## src/rtl/std_cache_pkg.sv

```systemverilog
`default_nettype none
// ============================================================================
// Module      : std_cache_pkg
// Description : Shared data-cache port types and constants used by the core
//               load/store path, the SPM request splitter and the SPM
//               controller.
// Revision    : 1.0 - initial release
// ============================================================================
package std_cache_pkg;

  localparam int unsigned DCACHE_INDEX_WIDTH = 12;
  localparam int unsigned DCACHE_TAG_WIDTH   = 44;
  localparam int unsigned DCACHE_DATA_WIDTH  = 64;
  localparam int unsigned DCACHE_BE_WIDTH    = DCACHE_DATA_WIDTH / 8;

  // Read data returned for an access that cannot be served (bad way/tag).
  localparam logic [DCACHE_DATA_WIDTH-1:0] SPM_ERR_RDATA = 64'hCA11AB1E_BADCAB1E;

  // Request from a load/store unit: index and tag may arrive in separate cycles.
  typedef struct packed {
    logic [DCACHE_INDEX_WIDTH-1:0] address_index;
    logic [DCACHE_TAG_WIDTH-1:0]   address_tag;
    logic [DCACHE_DATA_WIDTH-1:0]  data_wdata;
    logic                          data_req;
    logic                          data_we;
    logic [DCACHE_BE_WIDTH-1:0]    data_be;
    logic [1:0]                    data_size;
    logic                          kill_req;
    logic                          tag_valid;
  } dcache_req_i_t;

  // Response towards a load/store unit.
  typedef struct packed {
    logic                          data_gnt;
    logic                          data_rvalid;
    logic [DCACHE_DATA_WIDTH-1:0]  data_rdata;
  } dcache_req_o_t;

endpackage
`default_nettype wire

```

## src/rtl/dspm_req_splitter.sv

```systemverilog
`default_nettype none
// ============================================================================
// Module      : dspm_req_splitter
// Description : Converts the two-phase (index, then tag) core load/store
//               protocol into a single-phase request for an SPM controller.
//               Writes pass straight through; reads are latched and replayed.
// Revision    : 1.0 - initial release
// ============================================================================
module dspm_req_splitter
  import std_cache_pkg::*;
#(
  parameter int unsigned NR_WAYS         = 4,
  parameter bit          CHECK_TAG_RANGE = 1'b1
) (
  input  logic          clk_i,
  input  logic          rst_i,
  input  dcache_req_i_t core_req_i,
  output dcache_req_o_t core_req_o,
  output dcache_req_i_t spm_req_o,
  input  dcache_req_o_t spm_req_i
);

  localparam int unsigned WAY_BITS = $clog2(NR_WAYS);

  typedef enum logic [1:0] {
    IDLE     = 2'd0,
    WAIT_TAG = 2'd1,
    ISSUE    = 2'd2,
    WAIT_RSP = 2'd3
  } state_e;

  state_e                        state_q, state_d;
  logic [DCACHE_INDEX_WIDTH-1:0] index_q, index_d;
  logic [DCACHE_TAG_WIDTH-1:0]   tag_q,   tag_d;
  logic [DCACHE_BE_WIDTH-1:0]    be_q,    be_d;
  logic [1:0]                    size_q,  size_d;
  logic                          killed_q, killed_d;

  dcache_req_o_t w_core_rsp;
  dcache_req_i_t w_spm_req;
  logic          w_tag_oor;
  logic          w_suppress;

  // Any tag bit above the way-select bits means the way does not exist.
  function automatic logic tag_out_of_range(input logic [DCACHE_TAG_WIDTH-1:0] tag);
    logic [DCACHE_TAG_WIDTH-1:0] hi;
    hi = tag >> WAY_BITS;
    return CHECK_TAG_RANGE && (hi != '0);
  endfunction

  assign w_tag_oor  = tag_out_of_range(core_req_i.address_tag);
  // A kill in the response cycle itself also hides the response.
  assign w_suppress = killed_q | core_req_i.kill_req;

  // State and latched-request registers.
  always_ff @(posedge clk_i or posedge rst_i) begin
    if (rst_i) begin
      state_q  <= IDLE;
      index_q  <= '0;
      tag_q    <= '0;
      be_q     <= '0;
      size_q   <= '0;
      killed_q <= 1'b0;
    end else begin
      state_q  <= state_d;
      index_q  <= index_d;
      tag_q    <= tag_d;
      be_q     <= be_d;
      size_q   <= size_d;
      killed_q <= killed_d;
    end
  end

  // Next-state logic and port outputs.
  always_comb begin
    state_d    = state_q;
    index_d    = index_q;
    tag_d      = tag_q;
    be_d       = be_q;
    size_d     = size_q;
    killed_d   = killed_q;
    w_core_rsp = '0;
    w_spm_req  = '0;

    case (state_q)
      IDLE: begin
        killed_d = 1'b0;
        if (core_req_i.data_req) begin
          if (core_req_i.data_we) begin
            // Stores carry index and tag together, so forward them as-is.
            w_spm_req.data_req      = 1'b1;
            w_spm_req.data_we       = 1'b1;
            w_spm_req.address_index = core_req_i.address_index;
            w_spm_req.address_tag   = core_req_i.address_tag;
            w_spm_req.data_wdata    = core_req_i.data_wdata;
            w_spm_req.data_be       = core_req_i.data_be;
            w_spm_req.data_size     = core_req_i.data_size;
            w_core_rsp.data_gnt     = spm_req_i.data_gnt;
          end else begin
            w_core_rsp.data_gnt = 1'b1;
            index_d             = core_req_i.address_index;
            be_d                = core_req_i.data_be;
            size_d              = core_req_i.data_size;
            state_d             = WAIT_TAG;
          end
        end
      end

      WAIT_TAG: begin
        if (core_req_i.kill_req) begin
          state_d = IDLE;
        end else if (core_req_i.tag_valid) begin
          tag_d   = core_req_i.address_tag;
          state_d = w_tag_oor ? WAIT_RSP : ISSUE;
        end
      end

      ISSUE: begin
        w_spm_req.data_req      = 1'b1;
        w_spm_req.address_index = index_q;
        w_spm_req.address_tag   = tag_q;
        w_spm_req.data_be       = be_q;
        w_spm_req.data_size     = size_q;
        if (core_req_i.kill_req) begin
          killed_d = 1'b1;
        end
        if (spm_req_i.data_rvalid) begin
          w_core_rsp.data_rvalid = ~w_suppress;
          w_core_rsp.data_rdata  = w_suppress ? '0 : spm_req_i.data_rdata;
          killed_d               = 1'b0;
          state_d                = IDLE;
        end
      end

      WAIT_RSP: begin
        w_core_rsp.data_rvalid = ~w_suppress;
        w_core_rsp.data_rdata  = w_suppress ? '0 : SPM_ERR_RDATA;
        killed_d               = 1'b0;
        state_d                = IDLE;
      end

      default: begin
        state_d = IDLE;
      end
    endcase
  end

  // Outputs are forced low while reset is held, even for pass-through writes.
  assign core_req_o = rst_i ? '0 : w_core_rsp;
  assign spm_req_o  = rst_i ? '0 : w_spm_req;

endmodule
`default_nettype wire

```

## config.mk

```make
export PLATFORM = sky130hd
export DESIGN_NAME = dspm_req_splitter
export DESIGN_NICKNAME = d
export VERILOG_FILES = /design/src/rtl/std_cache_pkg.sv /design/src/rtl/dspm_req_splitter.sv
export SDC_FILE = /design/constraint.sdc
export NUM_CORES = 1
export LEC_CHECK = 0
export CAP_MARGIN = 20
export CORE_AREA = 5 5 152 154
export CTS_CLUSTER_DIAMETER = 80
export DETAILED_ROUTE_END_ITERATION = 12
export DIE_AREA = 0 0 157 159
export SETUP_SLACK_MARGIN = 0.02
export SYNTH_ARGS = -nofsm -noshare
export SYNTH_HDL_FRONTEND = slang
export SYNTH_SLANG_ARGS = --single-unit
```

## constraint.sdc

```tcl
create_clock -name clk_i -period 9.7 [get_ports clk_i]
set_input_delay 1.455 -clock clk_i [delete_from_list [all_inputs] [get_ports clk_i]]
set_output_delay 1.455 -clock clk_i [all_outputs]
set_load 0.01 [all_outputs]
```

Yosys cells after proc, flatten, opt, wreduce, memory -nomap -nowiden:

Index checks and enable logic that the tools add are counted.

* input bits: 202
* logic and storage cells: 52
* output and inout bits: 200
* flip-flop bits (word level): 69

* eq/ne operators: 8
* multiplexer cells: 26
* reduce and logical (&&, ||, !) cells: 8
* bitwise logic cells: 4

Operator list (number)
* 2-to-1 mux 132 bit: 2
* 2-to-1 mux 64 bit: 3
* 2-to-1 mux 134 bit: 1
* one-hot mux 65 bit (2 select lines): 1
* one-hot mux 56 bit (2 select lines): 1
* 2-to-1 mux 66 bit: 1
* 2-to-1 mux 65 bit: 1
* nonzero test 44 bit: 1
* one-hot mux 10 bit (2 select lines): 1
* 2-to-1 mux 2 bit: 5
* one-hot mux 2 bit (4 select lines): 1
* 2-to-1 mux 1 bit: 7
* != test 2 bit (second input constant): 3
* != test 3 bit (second input constant): 2
* AND reduction 3 bit: 2
* == test 2 bit (second input constant): 2
* one-hot mux 1 bit (2 select lines): 2
* AND reduction 4 bit: 1
* inverter 1 bit: 3
* == test 2 x 1 -> 1 bit (second input constant): 1
* zero test 2 bit: 1
* AND reduction 2 bit: 1
* nonzero test 2 bit: 1
* OR reduction 2 bit: 1
* bitwise OR 1 bit: 1

Depth between registers and ports, before layout:

Gate-level depths: netlist of the first run.

* depth after elaboration: 5
* depth in mapped cells: 9
* gate-level depth less buffers: 6

Least setup slack after synthesis of the first run:

No wires, ideal clock.

* path kind: in2out
* from: input rst_i
* to: output spm_req_o[70] (netlist bit)
* setup slack: 4.105 ns
* required time: 8.245 ns
* arrival: 4.140 ns
* path buffers: 1
* cell stages on the path: 3
* cells stage by stage: inv_2 -> clkbuf_1 -> and3_1

RTL lines
* from (decl): RTL line dspm_req_splitter.sv:16 `input logic rst_i,`
* to (decl): RTL line dspm_req_splitter.sv:19 `output dcache_req_i_t spm_req_o,`

==> out/qor.csv, run 1 <==
stage,metric,value,unit
clock_tree,hold_buffers,0,
final_layout,final_cells,1152,
logic_synthesis,ys_seq_area_share,36.1,%
clock_tree,root_buffer,clkbuf_16,
drt,wl_per_cell,21.9,microns
worst_setup_path,cp_max_fo,88,
logic_synthesis,syn_avg_cell_area,9.53,sq um
clock_tree,clock_sinks,69,
die,num_rows,54,
worst_setup_path,worstPathRequired,8.25,ns
sta,drv_slew,0,
final_layout,area_growth,93.1,%
clock_tree,clkLatencyLatePin,0.33,ns
worst_setup_path,cp-endpoint,spm_req_o[116],
drt,ant_nets,0,
worst_setup_path,reg2reg_depth,7,
placement,place_inst,1133,
die,die_h,159,microns
worst_setup_path,crit_path_end_kind,output port,
placement,place.gp.congestion,0.828,
power,p_per_area,169,nW/um^2
global_routing,grt_usage,19.1,%
logic_synthesis,synth_edf_count,0,
job,maxCapViolations,0,
clock_tree,htree_levels,3,
final_layout,drive_above_1_share,11.0,%
die,pin_count,402,
drt,drtPass1Iterations,4,
clock_tree,cts_tree,built,
worst_setup_path,reg2reg_slack,7.40,ns
global_routing,grt_pass1_vias,5580,
logic_synthesis,synthCells,502,
clock_tree,cts_buffer_depth,2,
drt,drc_errors,0,
sta,max_freq,164,MHz
global_routing,grt_pass1_wl,36500,microns
global_routing,grt_overflow,0,
sta,max_slew.worst_pin.slew,0.860,ns
logic_synthesis,ys_ff_latch,69,
clock_tree,clk_pin_slew,0.06,ns
worst_setup_path,startpoint,rst_i,
logic_synthesis,yosysTopAreaCell,dfrtp_1,
worst_setup_path,critPathKind,primary input to output port,
final_layout,layout.nets,1071,
die,fp.coreArea,21600,sq um
sta,finalSetupTns,0,ns
logic_synthesis,synth-main-ff-cell,dfrtp_1,
sta,slew_headroom,42.6,%
worst_setup_path,reg2reg_from,state_q[0]$_DFFE_PP0P_,
global_routing,antenna_found_initial,1,
worst_setup_path,start_kind,primary input,
drt,routed_wl,25200,microns
drt,vias,5380,
drt,dr.first_iter.drc_count,247,
power,peakVddDrop,0.0825,mV
die,dieArea,25000,sq um
logic_synthesis,synth_warnings,0,
die,start_util,22.2,%
die,die_w,157,microns
sta,rsz0062_at_grt,false,
clock_tree,post-cts-setup-buffers,0,
clock_tree,cts_buffers,9,
placement,dpl.hpwl,19500,microns
logic_synthesis,synth_top_area_share,36.1,%
sta,period_needed,6.08,ns
clock_tree,cts.repair.resized,0,
sta,hold_viol_final,0,
placement,port_buffers,399,
sta,period_share,62.7,%
sta,skew,0.00894,ns
drt,vias_per_cell,4.67,
logic_synthesis,async_flop_share,100,%
hold_path,hold_path.class,flip-flop to flip-flop,
global_routing,grt_max_degree,94,
power,leakage,3.66,nW
logic_synthesis,syn_area,4780,sq um
status,status,"finished, final reports clean",
worst_setup_path,reg2reg_to,state_q[0]$_DFFE_PP0P_,
logic_synthesis,post_synth_num_cell_types,35,
logic_synthesis,synth.area.top_cells,"dfrtp_1 (36%), mux2_2 (11%), a22oi_1 (10%)",
worst_setup_path,arrival,4.62,ns
sta,setup-violations-final,0,
## layer usage
metal | routed length [microns] | global-route usage (%) | vias up
met1 | 10300 | 23.3 | 2598
met5 | 0 | 0 | -
met2 | 12500 | 33.0 | 213
li1 | - | - | 2547
met3 | 1780 | 5.22 | 22
met4 | 597 | 4.85 | 0
## Yosys cell counts, types with 3 or more instances
library cell	instances
nor2_1	71
nor4_1	10
clkbuf_1	24
buf_6	6
nor2b_1	3
buf_4	3
and2_1	31
buf_2	21
a22oi_1	66
ha_1	4
mux2_4	20
mux2_2	45
a21oi_1	3
and3_1	65
dfrtp_1	69
o21a_1	34
## cell usage in the layout (no fill, tap or decap), types with 2 or more instances in the layout
cell	count
mux2_4	20
clkinvlp_4	3
buf_4	7
a22oi_1	66
a21oi_1	3
ha_1	3
nor2_1	71
o21a_1	34
inv_6	2
dfrtp_1	69
nand2_1	2
clkdlybuf4s50_1	399
nand4_1	2
nor3_1	2
conb_1	2
nor4_1	10
nor2b_1	3
mux2_1	2
clkbuf_16	9
and3_1	64
diode_2	2
inv_1	2
mux2_2	45
and2_1	31
nand2b_1	2
## layout make-up
| type | instances | area, sq um |
|---|---|---|
| inverter | 3 | 13.8 |
| tap | 280 | 350 |
| multi-input combinational | 375 | 2780 |
| clock buffer | 10 | 239 |
| clock inverter | 6 | 45.0 |
| fill | 2113 | 12300 |
| timing repair buffer | 407 | 4070 |
| sequential | 69 | 1730 |
| antenna | 2 | 5.00 |
## sequential cells by signal, indices dropped and copies added, names as in the netlist
name and flops:
state_q 2, killed_q 1, size_q 2, tag_q 44, index_q 12, be_q 8
## report_power, final
part / internal (mW) / switching [mW] / leakage, nW
combinational: 0.406 / 0.329 / 2.71
sequential: 0.434 / 0.0781 / 0.820
clock: 0.181 / 0.132 / 0.132
## worst min-delay path by stage
stage	depth (start not counted)	end	slack [ns]	start
floorplan	1	be_q[5]$_DFFE_PP0P_	0.46	be_q[5]$_DFFE_PP0P_
global placement	1	be_q[6]$_DFFE_PP0P_	0.47	be_q[6]$_DFFE_PP0P_
detailed placement	1	be_q[6]$_DFFE_PP0P_	0.48	be_q[6]$_DFFE_PP0P_
CTS	1	be_q[6]$_DFFE_PP0P_	0.50	be_q[6]$_DFFE_PP0P_
global route	1	tag_q[22]$_DFFE_PP0P_	0.52	tag_q[22]$_DFFE_PP0P_
finish	1	be_q[6]$_DFFE_PP0P_	0.49	be_q[6]$_DFFE_PP0P_
## per-stage QoR
stage | setup WS (ns) | hold slack, ns | area (sq um) | total power [mW] | util [%]
after floorplan | 4.10 | 0.465 | 4790 | 0.952 | -
after global placement | 3.51 | 0.474 | 8920 | 1.24 | 41.4
after detailed placement | 3.49 | 0.484 | 8920 | 1.25 | 41.4
after CTS | 3.49 | 0.498 | 9200 | 1.58 | 42.7
after global routing | 3.35 | 0.519 | 9230 | 1.66 | 42.8
final | 3.62 | 0.494 | 9240 | 1.56 | 42.9
## kinds of logic (layout without fill, tap and decap cells)
family / after synthesis / in the layout / share of synthesized area (%)
adders and majority gates: 4 / 4 / 1.05
muxes: 67 / 67 / 17.3
AOI/OAI and AO/OA: 109 / 109 / 17.0
and+or+nand+nor: 193 / 193 / 22.1
other: 1 / 4 / 0.0784
buffers and inverters: 59 / 426 / 6.36
DFF: 69 / 69 / 36.1
## worst max-delay path: stages
cell and delay, ns:
clkdlybuf4s50_1 0.54, inv_4 0.51, buf_4 0.76, o21ai_4 0.09, buf_4 0.33, nor2_1 0.28
clkdlybuf4s50_1 0.59
No activity file was read; power rests on OpenSTA's default activity.
==> inputs of run 2 (changes only) <==
==> constraint.sdc (replaced) <==
create_clock -name clk_i -period 4.9 [get_ports clk_i]
set_input_delay 0.735 -clock clk_i [delete_from_list [all_inputs] [get_ports clk_i]]
set_output_delay 0.735 -clock clk_i [all_outputs]
set_load 0.01 [all_outputs]
==> run 2 against run 1 <==
Utilization up 0.32 points. Highest routed layer unchanged. Cell count up 0.78%. Combinational power up 99%. Register-to-register slack worse by 4.7 ns. Count of clock-buffer cells in the layout down 1. Critical path type is now flip-flop to output port. First-iteration DRC count up 31%.
==> out/qor.csv, run 2 (synthesis results as in run 1) <==
stage,metric,value,unit
final_layout,multi_input_area,2780,sq um
clock_tree,clkLatencyLatePin,0.33,ns
sta,drv_slew,0,
global_routing,grt_usage,19.5,%
sta,hold_viol_final,0,
power,peakVddDrop,0.156,mV
final_layout,layout_commonest_cell,clkdlybuf4s50_1,
clock_tree,cts_buffer_depth,2,
die,num_rows,54,
placement,dpl.hpwl,19900,microns
job,maxCapViolations,0,
worst_setup_path,crit_path_end_kind,output port,
clock_tree,clk_pin_slew,0.06,ns
die,start_util,22.2,%
die,dieArea,25000,sq um
clock_tree,cts.repair.resized,0,
final_layout,largest_registers,"tag_q (44), index_q (12), be_q (8)",
clock_tree,hold_buffers,0,
final_layout,regMostFlops,tag_q,
clock_tree,root_buffer,clkbuf_16,
power,leakage,3.70,nW
drt,drc_errors,0,
final_layout,seq_area,1730,sq um
sta,period_share,79.1,%
hold_path,hold_path.class,flip-flop to flip-flop,
final_layout,nFillCells,2093,
final_layout,final_cells,1161,
placement,place.gp.congestion,0.948,
sta,finalSetupTns,0,ns
power,p_per_area,343,nW/um^2
drt,dr.first_iter.drc_count,323,
final_layout,area_growth,94.6,%
sta,period_needed,3.88,ns
placement,place_inst,1137,
worst_setup_path,cp_max_fo,42,
drt,ant_nets,0,
worst_setup_path,start_kind,flip-flop,
drt,vias,5491,
global_routing,grt_pass1_vias,5629,
drt,drtPass1Iterations,4,
global_routing,grt_overflow,0,
sta,rsz0062_at_grt,false,
sta,setup-violations-final,0,
worst_setup_path,worstPathRequired,4.16,ns
die,die_h,159,microns
sta,skew,0.00966,ns
drt,vias_per_cell,4.73,
drt,wl_per_cell,22.2,microns
die,fp.coreArea,21600,sq um
status,status,"finished, final reports clean",
global_routing,grt_pass1_wl,37300,microns
placement,port_buffers,399,
final_layout,post-route-util,43.2,%
sta,max_freq,258,MHz
drt,routed_wl,25800,microns
sta,max_slew.worst_pin.slew,0.744,ns
final_layout,largest_register_ffs,44,
final_layout,drive_above_1_share,11.3,%
clock_tree,htree_levels,3,
final_layout,layout.nets,1074,
clock_tree,cts_buffers,9,
worst_setup_path,arrival,3.14,ns
sta,slew_headroom,50.2,%
final_layout,final_cell_mix,"clkdlybuf4s50_1 (399), nor2_1 (71), dfrtp_1 (69), a22oi_1 (66), and3_1 (64)",
clock_tree,clock_sinks,69,
clock_tree,cts_tree,built,
worst_setup_path,critPathKind,flip-flop to output port,
die,pin_count,402,
die,die_w,157,microns
global_routing,antenna_found_initial,11,
global_routing,grt_max_degree,79,
clock_tree,post-cts-setup-buffers,0,
[run 2: cell count changes in the layout (fill, tap and decap cells not counted), sizes merged]
cell	previous run	this run
bufinv	0	2
diode	2	8
clkinvlp	3	2
clkbuf	10	9
buf	8	11
[run 2: layout make-up]
class / instances / share of cell area [%]
repair buffers: 410 / 43.9
multi-input cells: 375 / 29.9
flip-flops and latches: 69 / 18.6
well taps: 280 / 3.76
clock buffers: 9 / 2.42
clock inverters: 7 / 1.05
diodes: 8 / 0.215
inverters: 3 / 0.148
[run 2: final timing paths]
| path | startpoint | endpoint | slack [ns] | cells past startpoint |
|---|---|---|---|---|
| worst min-delay path | be_q[6]$_DFFE_PP0P_ | be_q[6]$_DFFE_PP0P_ | 0.49 | 1 |
| min in group asynchronous | rst_i | killed_q$_DFFE_PP0P_ | 1.15 | 3 |
| worst min register to register | be_q[6]$_DFFE_PP0P_ | be_q[6]$_DFFE_PP0P_ | 0.49 | 1 |
| max in group asynchronous | rst_i | tag_q[39]$_DFFE_PP0P_ | 3.24 | 3 |
| worst max-delay path | state_q[0]$_DFFE_PP0P_ | spm_req_o[3] | 1.02 | 7 |
| worst max register to register | state_q[0]$_DFFE_PP0P_ | state_q[0]$_DFFE_PP0P_ | 2.74 | 7 |
[run 2: per-stage QoR]
step	setup slack [ns]	power [mW]	instance area, sq um	hold WS [ns]
floorplan	0.745	1.88	4790	0.465
global placement	1.10	2.46	8960	0.476
detailed placement	1.05	2.48	8960	0.485
CTS	0.919	3.22	9290	0.500
global route	0.745	3.38	9310	0.513
finish	1.02	3.19	9310	0.494
[run 2: worst max-delay path: stages, from the launching register on]
cell	delay [ns]
dfrtp_1	0.37
inv_1	0.09
ha_2	0.21
buf_4	0.27
o21ai_4	0.67
buf_4	0.52
nor2_1	0.11
clkdlybuf4s50_1	0.52
[run 2: power breakdown]
group          total [mW]  switching (mW)  internal (mW)
registers            1.01           0.151          0.860
clock network       0.720           0.272          0.449
logic                1.46           0.649          0.808
[run 2: routing by layer]
metal | up-vias | routed length (microns) | GRT usage, %
met1 | 2657 | 10800 | 25.1
met3 | 26 | 2110 | 4.76
met4 | 0 | 602 | 7.34
li1 | 2552 | - | -
met2 | 256 | 12300 | 31.6
met5 | - | 0 | 0
==> inputs of run 3 (changes only) <==
==> constraint.sdc (replaced) <==
create_clock -name clk_i -period 3.6 [get_ports clk_i]
set_input_delay 0.54 -clock clk_i [delete_from_list [all_inputs] [get_ports clk_i]]
set_output_delay 0.54 -clock clk_i [all_outputs]
set_load 0.01 [all_outputs]
==> run 3 against run 2 <==
Cell count about the same. Global-route usage rose by 0.11 points. Worst hold slack worse by 0.0011 ns. Die area stayed put. Final area up 0.77%. Flip-flop and latch count stayed put. Worst setup slack worse by 0.68 ns. Clock power rose by 23%. Via count down 0.40%. Largest cell class unchanged. Highest routed layer unchanged.
==> out/qor.csv, run 3 (synthesis results as in run 1) <==
stage,metric,value,unit
sta,finalSetupTns,0,ns
final_layout,layout_commonest_cell,clkdlybuf4s50_1,
drt,vias_per_cell,4.71,
placement,placed_area,9060,sq um
worst_setup_path,crit_path_end_kind,output port,
sta,rsz0062_at_grt,false,
drt,vias,5469,
global_routing,antenna_found_initial,7,
worst_setup_path,startpoint,state_q[0]$_DFFE_PP0P_,
drt,wl_per_cell,22.3,microns
final_layout,final_cell_mix,"clkdlybuf4s50_1 (399), nor2_1 (71), dfrtp_1 (69), a22oi_1 (66), and3_1 (64)",
drt,ant_nets,0,
sta,max_slew.worst_pin.slew,0.675,ns
drt,routed_wl,25900,microns
clock_tree,clkLatencyLatePin,0.33,ns
drt,drtPass1Iterations,5,
clock_tree,cts_buffer_depth,2,
worst_setup_path,reg2reg_to,tag_q[6]$_DFFE_PP0P_,
final_layout,area_growth,96.1,%
die,dieArea,25000,sq um
hold_path,hold_path_depth,1,
sta,skew,0.0110,ns
power,p_per_area,460,nW/um^2
status,status,"finished, final reports clean",
die,num_rows,54,
global_routing,grt_pass1_wl,37200,microns
placement,dpl.hpwl,20500,microns
sta,slew_headroom,55.0,%
hold_path,hold_path.class,flip-flop to flip-flop,
worst_setup_path,critPathKind,flip-flop to output port,
clock_tree,hold_buffers,0,
worst_setup_path,worstPathRequired,3.06,ns
clock_tree,htree_levels,3,
die,start_util,22.2,%
final_layout,nFillCells,2090,
global_routing,grt_max_degree,67,
clock_tree,root_buffer,clkbuf_16,
worst_setup_path,arrival,2.72,ns
worst_setup_path,cp_max_fo,35,
final_layout,final_area,9380,sq um
sta,drv_slew,0,
sta,period_needed,3.26,ns
power,peakVddDrop,0.201,mV
sta,hold_viol_final,0,
final_layout,seq_area,1730,sq um
final_layout,layout.nets,1079,
power,leakage,3.73,nW
die,die_w,157,microns
final_layout,regMostFlops,tag_q,
placement,port_buffers,399,
job,maxCapViolations,0,
final_layout,post-route-util,43.5,%
die,die_h,159,microns
worst_setup_path,reg2reg_slack,1.67,ns
drt,drc_errors,0,
worst_setup_path,reg2reg_depth,4,
die,fp.coreArea,21600,sq um
clock_tree,cts_buffers,9,
hold_path,whs_endpoint,be_q[6]$_DFFE_PP0P_,
sta,max_freq,307,MHz
sta,holdWs,0.493,ns
final_layout,multi_input_area,2790,sq um
global_routing,grt_pass1_vias,5556,
sta,period_share,90.6,%
final_layout,drive_above_1_share,11.6,%
final_layout,largest_registers,"tag_q (44), index_q (12), be_q (8)",
global_routing,grt_usage,19.6,%
final_layout,largest_register_ffs,44,
hold_path,worstHoldStart,be_q[6]$_DFFE_PP0P_,
power,finalPower,4.31,mW
clock_tree,clock_sinks,69,
global_routing,grt_overflow,0,
drt,dr.first_iter.drc_count,242,
clock_tree,clk_pin_slew,0.06,ns
sta,setup-violations-final,0,
placement,place.gp.congestion,0.855,
die,pin_count,402,
worst_setup_path,start_kind,flip-flop,
clock_tree,cts_tree,built,
worst_setup_path,reg2reg_from,state_q[1]$_DFFE_PP0P_,
-- run 3: cell types whose count changed in the layout (fill, tap and decap cells not counted), sizes merged --
cell,change
bufinv,-1
inv,-2
clkinvlp,-1
buf,+5
diode,-4
clkinv,+1
clkbuf,+3
-- run 3: worst max path at each step --
stage | endpoint | slack [ns] | cells past startpoint
2_1_floorplan | spm_req_o[70] | 1.06 | 3
3_3_place_gp | core_req_o[47] | 0.44 | 6
3_5_place_dp | core_req_o[47] | 0.43 | 6
4_1_cts | core_req_o[47] | 0.1 | 8
5_1_grt | core_req_o[47] | 0.17 | 8
6_report | core_req_o[47] | 0.34 | 8
-- run 3: power by group --
group / internal, mW / switching, mW
sequential: 1.17 / 0.209
clock: 0.554 / 0.332
combinational: 1.14 / 0.901
-- run 3: layout make-up --
class / instances / area share [%]
clock buffer: 12 / 2.63
multi-input combinational: 375 / 29.8
tap: 280 / 3.74
sequential: 69 / 18.4
inverter: 3 / 0.147
antenna: 4 / 0.107
timing repair buffer: 415 / 44.7
clock inverter: 4 / 0.507
-- run 3: per-layer routing --
| metal | routed length [microns] | track usage, % | vias to the layer above |
|---|---|---|---|
| met5 | 0 | 0 | - |
| met4 | 235 | 4.62 | 0 |
| met3 | 2240 | 5.19 | 13 |
| met2 | 13200 | 34.2 | 217 |
| met1 | 10200 | 24.1 | 2680 |
| li1 | - | - | 2559 |
-- run 3: through the flow --
stage / instances / setup WS [ns]
CTS: 1158 / 0.0995
global route: 1162 / 0.173
detailed placement: 1142 / 0.434
finish: 1162 / 0.340
global placement: 1142 / 0.445
floorplan: 503 / 1.06
-- run 3: what timing repair did --
item / CTS / global route
buffers inserted: 0 / 0
gates resized for setup: 0 / 1
endpoints found under the hold margin: 0 / 0
setup endpoints to repair: 0 / 6
-- run 3: critical path, stage by stage (launching register included) --
cell,delay (ns)
dfrtp_1,0.39
inv_1,0.16
ha_4,0.37
nand2_1,0.15
nor4_4,0.17
a21o_1,0.16
buf_12,0.21
o21a_1,0.16
clkdlybuf4s50_1,0.63
